$ cat config.mk
export PLATFORM = sky130hd
export DESIGN_NAME = mcse_ahb_requester
export DESIGN_NICKNAME = d
export VERILOG_FILES = /design/src/rtl/mcse_ahb_pkg.sv /design/src/rtl/mcse_ahb_requester.sv
export SDC_FILE = /design/constraint.sdc
export NUM_CORES = 2
export LEC_CHECK = 0
export CAP_MARGIN = 20
export CORE_ASPECT_RATIO = 0.6
export CORE_UTILIZATION = 43
export CTS_BUF_LIST = sky130_fd_sc_hd__clkbuf_4 sky130_fd_sc_hd__clkbuf_8
export CTS_CLUSTER_SIZE = 24
export DETAILED_ROUTE_END_ITERATION = 10
export PLACE_DENSITY = 0.67
export SETUP_SLACK_MARGIN = 0.3
export SYNTH_ARGS = -nofsm -noshare
export SYNTH_HDL_FRONTEND = slang
export SYNTH_SLANG_ARGS = --single-unit
$ cat constraint.sdc
create_clock -name clk -period 4 [get_ports clk]
set_input_delay 1 -clock clk [delete_from_list [all_inputs] [get_ports clk]]
set_output_delay 1 -clock clk [all_outputs]
set_load 0.01 [all_outputs]
$ cat src/rtl/mcse_ahb_pkg.sv
// rtl/mcse_ahb_pkg.sv - AHB-Lite encodings and requester state type shared by the MCSE
package mcse_ahb_pkg;

  localparam logic [1:0] HTRANS_IDLE   = 2'b00;
  localparam logic [1:0] HTRANS_BUSY   = 2'b01;
  localparam logic [1:0] HTRANS_NONSEQ = 2'b10;
  localparam logic [1:0] HTRANS_SEQ    = 2'b11;

  localparam logic [2:0] HBURST_SINGLE = 3'b000;
  localparam logic [2:0] HBURST_INCR   = 3'b001;
  localparam logic [2:0] HBURST_INCR4  = 3'b011;
  localparam logic [2:0] HBURST_INCR8  = 3'b101;
  localparam logic [2:0] HBURST_INCR16 = 3'b111;

  localparam logic [1:0] HRESP_OKAY    = 2'b00;
  localparam logic [2:0] HSIZE_WORD    = 3'b010;
  localparam logic [3:0] HPROT_DEFAULT = 4'b0011;

  typedef enum logic [2:0] {
    S_IDLE,
    S_ADDR,
    S_DRAIN,
    S_ERR,
    S_DONE
  } ahb_req_state_e;

  function automatic logic [2:0] hburst_for_beats(input int nb);
    case (nb)
      4:       return HBURST_INCR4;
      8:       return HBURST_INCR8;
      16:      return HBURST_INCR16;
      default: return HBURST_INCR;
    endcase
  endfunction

endpackage

$ cat src/rtl/mcse_ahb_requester.sv
// rtl/mcse_ahb_requester.sv - turns one MCSE bus request into a pipelined AHB-Lite INCR burst
module mcse_ahb_requester
  import mcse_ahb_pkg::*;
#(
  parameter int pAHB_ADDR_WIDTH    = 32,
  parameter int pAHB_DATA_WIDTH    = 32,
  parameter int pPAYLOAD_SIZE_BITS = 256,
  parameter int pAHB_HRESP_WIDTH   = 2,
  parameter int pAHB_BURST_WIDTH   = 3,
  parameter int pAHB_PROT_WIDTH    = 4,
  parameter int pAHB_SIZE_WIDTH    = 3,
  parameter int pAHB_TRANS_WIDTH   = 2
) (
  input  logic                          clk,
  input  logic                          rst_n,
  input  logic                          bus_go,
  input  logic [pAHB_ADDR_WIDTH-1:0]    bus_addr,
  input  logic [pPAYLOAD_SIZE_BITS-1:0] bus_write,
  input  logic                          bus_RW,
  output logic                          bus_done,
  output logic                          bus_err,
  output logic [pPAYLOAD_SIZE_BITS-1:0] bus_rdData,
  input  logic [pAHB_DATA_WIDTH-1:0]    I_hrdata,
  input  logic                          I_hready,
  input  logic [pAHB_HRESP_WIDTH-1:0]   I_hresp,
  output logic [pAHB_ADDR_WIDTH-1:0]    O_haddr,
  output logic [pAHB_BURST_WIDTH-1:0]   O_hburst,
  output logic                          O_hmastlock,
  output logic [pAHB_PROT_WIDTH-1:0]    O_hprot,
  output logic                          O_hnonsec,
  output logic [pAHB_SIZE_WIDTH-1:0]    O_hsize,
  output logic [pAHB_TRANS_WIDTH-1:0]   O_htrans,
  output logic [pAHB_DATA_WIDTH-1:0]    O_hwdata,
  output logic                          O_hwrite
);

  localparam int NB       = pPAYLOAD_SIZE_BITS / pAHB_DATA_WIDTH;
  localparam int BLK_BITS = $clog2(NB * 4);
  localparam int CW       = $clog2(NB + 1);
  localparam int PW       = $clog2(pPAYLOAD_SIZE_BITS);
  localparam logic [CW-1:0] LAST_BEAT = CW'(NB - 1);

  ahb_req_state_e                        r_state;
  logic [pAHB_ADDR_WIDTH-1:BLK_BITS]     r_base_hi;
  logic [pPAYLOAD_SIZE_BITS-1:0]         r_payload;
  logic [pPAYLOAD_SIZE_BITS-1:0]         r_rd;
  logic                                  r_rw;
  logic                                  r_dact;
  logic [CW-1:0]                         r_acnt;
  logic [CW-1:0]                         r_dcnt;

  logic [CW-1:0]                         w_anext;
  logic [BLK_BITS-1:0]                   w_off;
  logic [PW-1:0]                         w_aidx;
  logic [PW-1:0]                         w_didx;
  logic                                  w_misaligned;
  logic                                  w_err_hit;
  logic [pPAYLOAD_SIZE_BITS-1:0]         w_rd_next;

  assign O_hburst    = hburst_for_beats(NB);
  assign O_hsize     = HSIZE_WORD;
  assign O_hprot     = HPROT_DEFAULT;
  assign O_hmastlock = 1'b0;
  assign O_hnonsec   = 1'b0;

  // Offset arithmetic is confined to the aligned block so a burst never leaves it.
  assign w_anext      = r_acnt + 1'b1;
  assign w_off        = BLK_BITS'({w_anext, 2'b00});
  assign w_aidx       = PW'({r_acnt, 5'b00000});
  assign w_didx       = PW'({r_dcnt, 5'b00000});
  assign w_misaligned = |bus_addr[BLK_BITS-1:0];
  assign w_err_hit    = r_dact && !I_hready && (I_hresp != HRESP_OKAY);

  always_comb begin
    w_rd_next = r_rd;
    if (r_dact && I_hready && !r_rw) begin
      w_rd_next[w_didx +: 32] = I_hrdata;
    end
  end

  always_ff @(posedge clk or negedge rst_n) begin
    if (!rst_n) begin
      r_state    <= S_IDLE;
      r_base_hi  <= '0;
      r_payload  <= '0;
      r_rd       <= '0;
      r_rw       <= 1'b0;
      r_dact     <= 1'b0;
      r_acnt     <= '0;
      r_dcnt     <= '0;
      bus_done   <= 1'b0;
      bus_err    <= 1'b0;
      bus_rdData <= '0;
      O_haddr    <= '0;
      O_htrans   <= HTRANS_IDLE;
      O_hwdata   <= '0;
      O_hwrite   <= 1'b0;
    end else begin
      bus_done <= 1'b0;
      r_rd     <= w_rd_next;
      case (r_state)
        S_IDLE: begin
          if (bus_go) begin
            r_base_hi <= bus_addr[pAHB_ADDR_WIDTH-1:BLK_BITS];
            r_payload <= bus_write;
            r_rw      <= bus_RW;
            r_rd      <= '0;
            r_acnt    <= '0;
            r_dcnt    <= '0;
            r_dact    <= 1'b0;
            bus_err   <= w_misaligned;
            if (w_misaligned) begin
              r_state    <= S_DONE;
              bus_done   <= 1'b1;
              bus_rdData <= '0;
            end else begin
              r_state  <= S_ADDR;
              O_htrans <= HTRANS_NONSEQ;
              O_haddr  <= bus_addr;
              O_hwrite <= bus_RW;
            end
          end
        end

        S_ADDR: begin
          if (w_err_hit) begin
            r_state  <= S_ERR;
            r_dact   <= 1'b0;
            O_htrans <= HTRANS_IDLE;
            O_hwrite <= 1'b0;
          end else if (I_hready) begin
            if (r_dact) begin
              r_dcnt <= r_dcnt + 1'b1;
            end
            r_dact <= 1'b1;
            r_acnt <= w_anext;
            if (r_rw) begin
              O_hwdata <= r_payload[w_aidx +: 32];
            end
            if (r_acnt == LAST_BEAT) begin
              r_state  <= S_DRAIN;
              O_htrans <= HTRANS_IDLE;
              O_hwrite <= 1'b0;
            end else begin
              O_htrans <= HTRANS_SEQ;
              O_haddr  <= {r_base_hi, w_off};
            end
          end
        end

        // Only the last beat's data phase remains in flight here.
        S_DRAIN: begin
          if (w_err_hit) begin
            r_state <= S_ERR;
            r_dact  <= 1'b0;
          end else if (I_hready) begin
            r_state    <= S_DONE;
            r_dact     <= 1'b0;
            bus_done   <= 1'b1;
            bus_rdData <= w_rd_next;
          end
        end

        S_ERR: begin
          if (I_hready) begin
            r_state    <= S_DONE;
            bus_done   <= 1'b1;
            bus_err    <= 1'b1;
            bus_rdData <= r_rd;
          end
        end

        S_DONE: begin
          r_state <= S_IDLE;
        end

        default: begin
          r_state <= S_IDLE;
        end
      endcase
    end
  end

endmodule
==> results_dict.tcl <==
set metrics [dict create \
    relSlewSlack 0.159 \
    ir_worst_vdd_mv 0.455 \
    grtUsageTotal 0.299 \
    dp_slack_ns 0.313 \
    cts_sinks 876 \
    cts.htree.levels 4 \
    routed_wl_um 139000 \
    die_y_um 236 \
    clock_skew_ns 0.0451 \
    max_stage_delay_ns 0.61 \
    critPathKind "reg -> reg" \
    drive_gt1_frac 0.122 \
    cp_data_arrival_time_ns 4.01 \
    port_buffers 651 \
    clk_latency_ns 0.86 \
    hold_path_class "in -> async" \
    holdBufCountCts 0 \
    dieArea_um2 92500 \
    ys_ff_latch 876 \
    avgSynthCellArea_um2 9.45 \
    crit_path_end_kind "flop" \
    synthArstFlopShare 1.00 \
    final_core_util 0.557 \
    placed_cell_area_um2 46900 \
    crit_chain "inv_1 -> ha_1 -> ha_1 -> or4b_4 -> or4_1 -> buf_4 -> a32oi_1 -> a21oi_1" \
    max_freq_mhz 301 \
    setup_viol 0 \
    required_ns 4.69 \
    drt_iter0_markers 3607 \
    maxCapViolations 0 \
    final_common_cell "nand2_1" \
    postSynthCellCount 4149 \
    final_cell_mix "nand2_1 (1531), dfrtp_1 (874), clkdlybuf4s50_1 (650)" \
    grt_max_degree 221 \
    cts_tree "yes" \
    antenna_found_initial 11 \
    area_growth_pct 27.9 \
    yosysTopAreaCellShare 0.559 \
    coreArea_um2 90000 \
    grt_pass1_wl_um 209000 \
    fp.dieW_um 392 \
    fin_setup_tns_ns 0 \
    period_share 0.830 \
    setup_slack_ns 0.680 \
    drt.antenna.violating_nets 0 \
    crit_top_cell "ha_1" \
    wl_per_cell_um 23.1 \
    yosysWarnings 0 \
    synth_top_area_cell "dfrtp_1" \
    drtPass1Iterations 6 \
    synth_seq_area_share 0.559 \
    clockBufferDepth 3 \
    postLayoutCellArea_um2 50200 \
    drc 0 \
    cp-start-kind "flop" \
    path_delay_family "simple AND/OR/NAND/NOR gates" \
    grt_pass1_vias 32800 \
    cts_setup_buffers 0 \
    critPathLaunch "r_dcnt[1]$_DFFE_PN0P_" \
    cp_max_fo 32 \
    cp_slowest_cell "dfrtp_1" \
    yosys-top-cells-area "dfrtp_1 (56%), nand2_1 (15%), mux4_2 (3.7%)" \
    hold_viol_final 0 \
    rsz0062_at_grt "no" \
    start_util 0.436 \
    viasPerCell 5.65 \
    ys.flop_type "dfrtp_1" \
    dp_hpwl_um 91600 \
    cts_resized 0 \
    power_density_nw_per_um2 666 \
    grt.overflow.total 0 \
    cts-root-buf "clkbuf_8" \
    cts.clk_slew.worst_paths_ns 0.07 \
    io_pins 664 \
    syn-cell-area_um2 39200 \
    slew_violations 0 \
    synth_edf_count 0 \
    numCtsBuffers 136 \
    tightest_slew_ns 1.26 \
    cp_num_buf_inv 2 \
    p_leak_uw 0.0221 \
    status "finished clean" \
    finalWeightedCongestion 0.917 \
    rows 85 \
    period_minus_slack_ns 3.32 \
    ys_types 69 \
    fin_nets 4994 \
    via_count 33900 \
    rr_startpoint "r_dcnt[1]$_DFFE_PN0P_" \
]
==> registers in the layout (all words and copies together) (netlist names) <==
name        count
r_rd          256
r_acnt          4
O_hwdata       32
bus_err         1
O_haddr        32
r_base_hi      27
bus_rdData    256
r_state         3
r_payload     256
r_rw            1
O_hwrite        1
r_dact          1
r_dcnt          3
O_htrans        2
bus_done        1
==> cell families (layout without fill, tap and decap cells) <==
| group | Yosys count | after routing | share of synthesized area |
|---|---|---|---|
| fa+ha+maj | 9 | 9 | 0.00281 |
| other cells | 2 | 23 | 0.000191 |
| simple gates | 2020 | 2020 | 0.210 |
| compound gates | 623 | 623 | 0.107 |
| mux | 197 | 197 | 0.0748 |
| flops | 876 | 876 | 0.559 |
| xor+xnor | 3 | 3 | 0.000670 |
| buf+inv | 419 | 1030 | 0.0456 |
==> Yosys cell counts (4+ instances only) <==
cell,instances
buf_2,81
nand2b_1,4
inv_1,14
clkbuf_1,276
a31oi_1,179
nor4_4,5
mux2_2,111
nor3_1,191
mux4_2,64
o221ai_1,4
nor2_1,172
or3_1,5
a22oi_1,130
nor2b_1,8
a22o_1,65
a32o_1,9
and2_1,5
o21ai_0,13
mux2_1,19
nand2_1,1531
a32oi_1,32
dfrtp_1,876
buf_4,25
ha_1,8
nand3_1,66
a21oi_1,168
buf_1,19
==> layout make-up <==
class,count,area (µm²)
flip-flops and latches,876,21900
inverters,15,56.3
diodes,11,27.5
repair buffers,766,7700
well taps,1218,1520
fillers,7928,39800
multi-input cells,2864,15700
clock buffers,222,2810
clock inverters,27,384
==> layer usage <==
layer	wire (µm)	share of wire	vias up	GRT usage
met5	0	0	-	0
met4	3920	0.028	0	0.101
met3	12700	0.092	225	0.0708
met2	59800	0.43	1591	0.422
met1	62100	0.45	17000	0.449
li1	-	-	15000	-
==> per-stage QoR <==
step / instances / total power, µW / hold slack (ns)
final: 5999 / 33400 / 0.101
after global routing: 5998 / 35100 / 0.139
after CTS: 5988 / 33400 / 0.117
after detailed placement: 5739 / 24600 / 0.457
after global placement: 5739 / 24400 / 0.454
after floorplan: 4159 / 19000 / 0.440
==> report_power, final <==
group | switching [µW] | leakage, µW | internal [µW]
Sequential | 1870 | 0.0114 | 11500
Clock | 3900 | 0.00167 | 4900
Combinational | 6280 | 0.00906 | 4970
Total | 12000 | 0.0221 | 21400
==> final timing paths <==
| kind | to | slack, ns | depth (start not counted) |
|---|---|---|---|
| max reg2reg | bus_rdData[25]$_DFFE_PN0P_ | 0.68 | 8 |
| min | r_rd[186]$_DFF_PN0_ | 0.10 | 1 |
| min in group clk | r_payload[230]$_DFFE_PN0P_ | 0.47 | 2 |
| max | bus_rdData[25]$_DFFE_PN0P_ | 0.68 | 8 |
| max in group asynchronous | O_haddr[1]$_DFFE_PN0P_ | 2.75 | 2 |
| min reg2reg | r_payload[230]$_DFFE_PN0P_ | 0.47 | 2 |
Power figures use the tool's default switching activity.
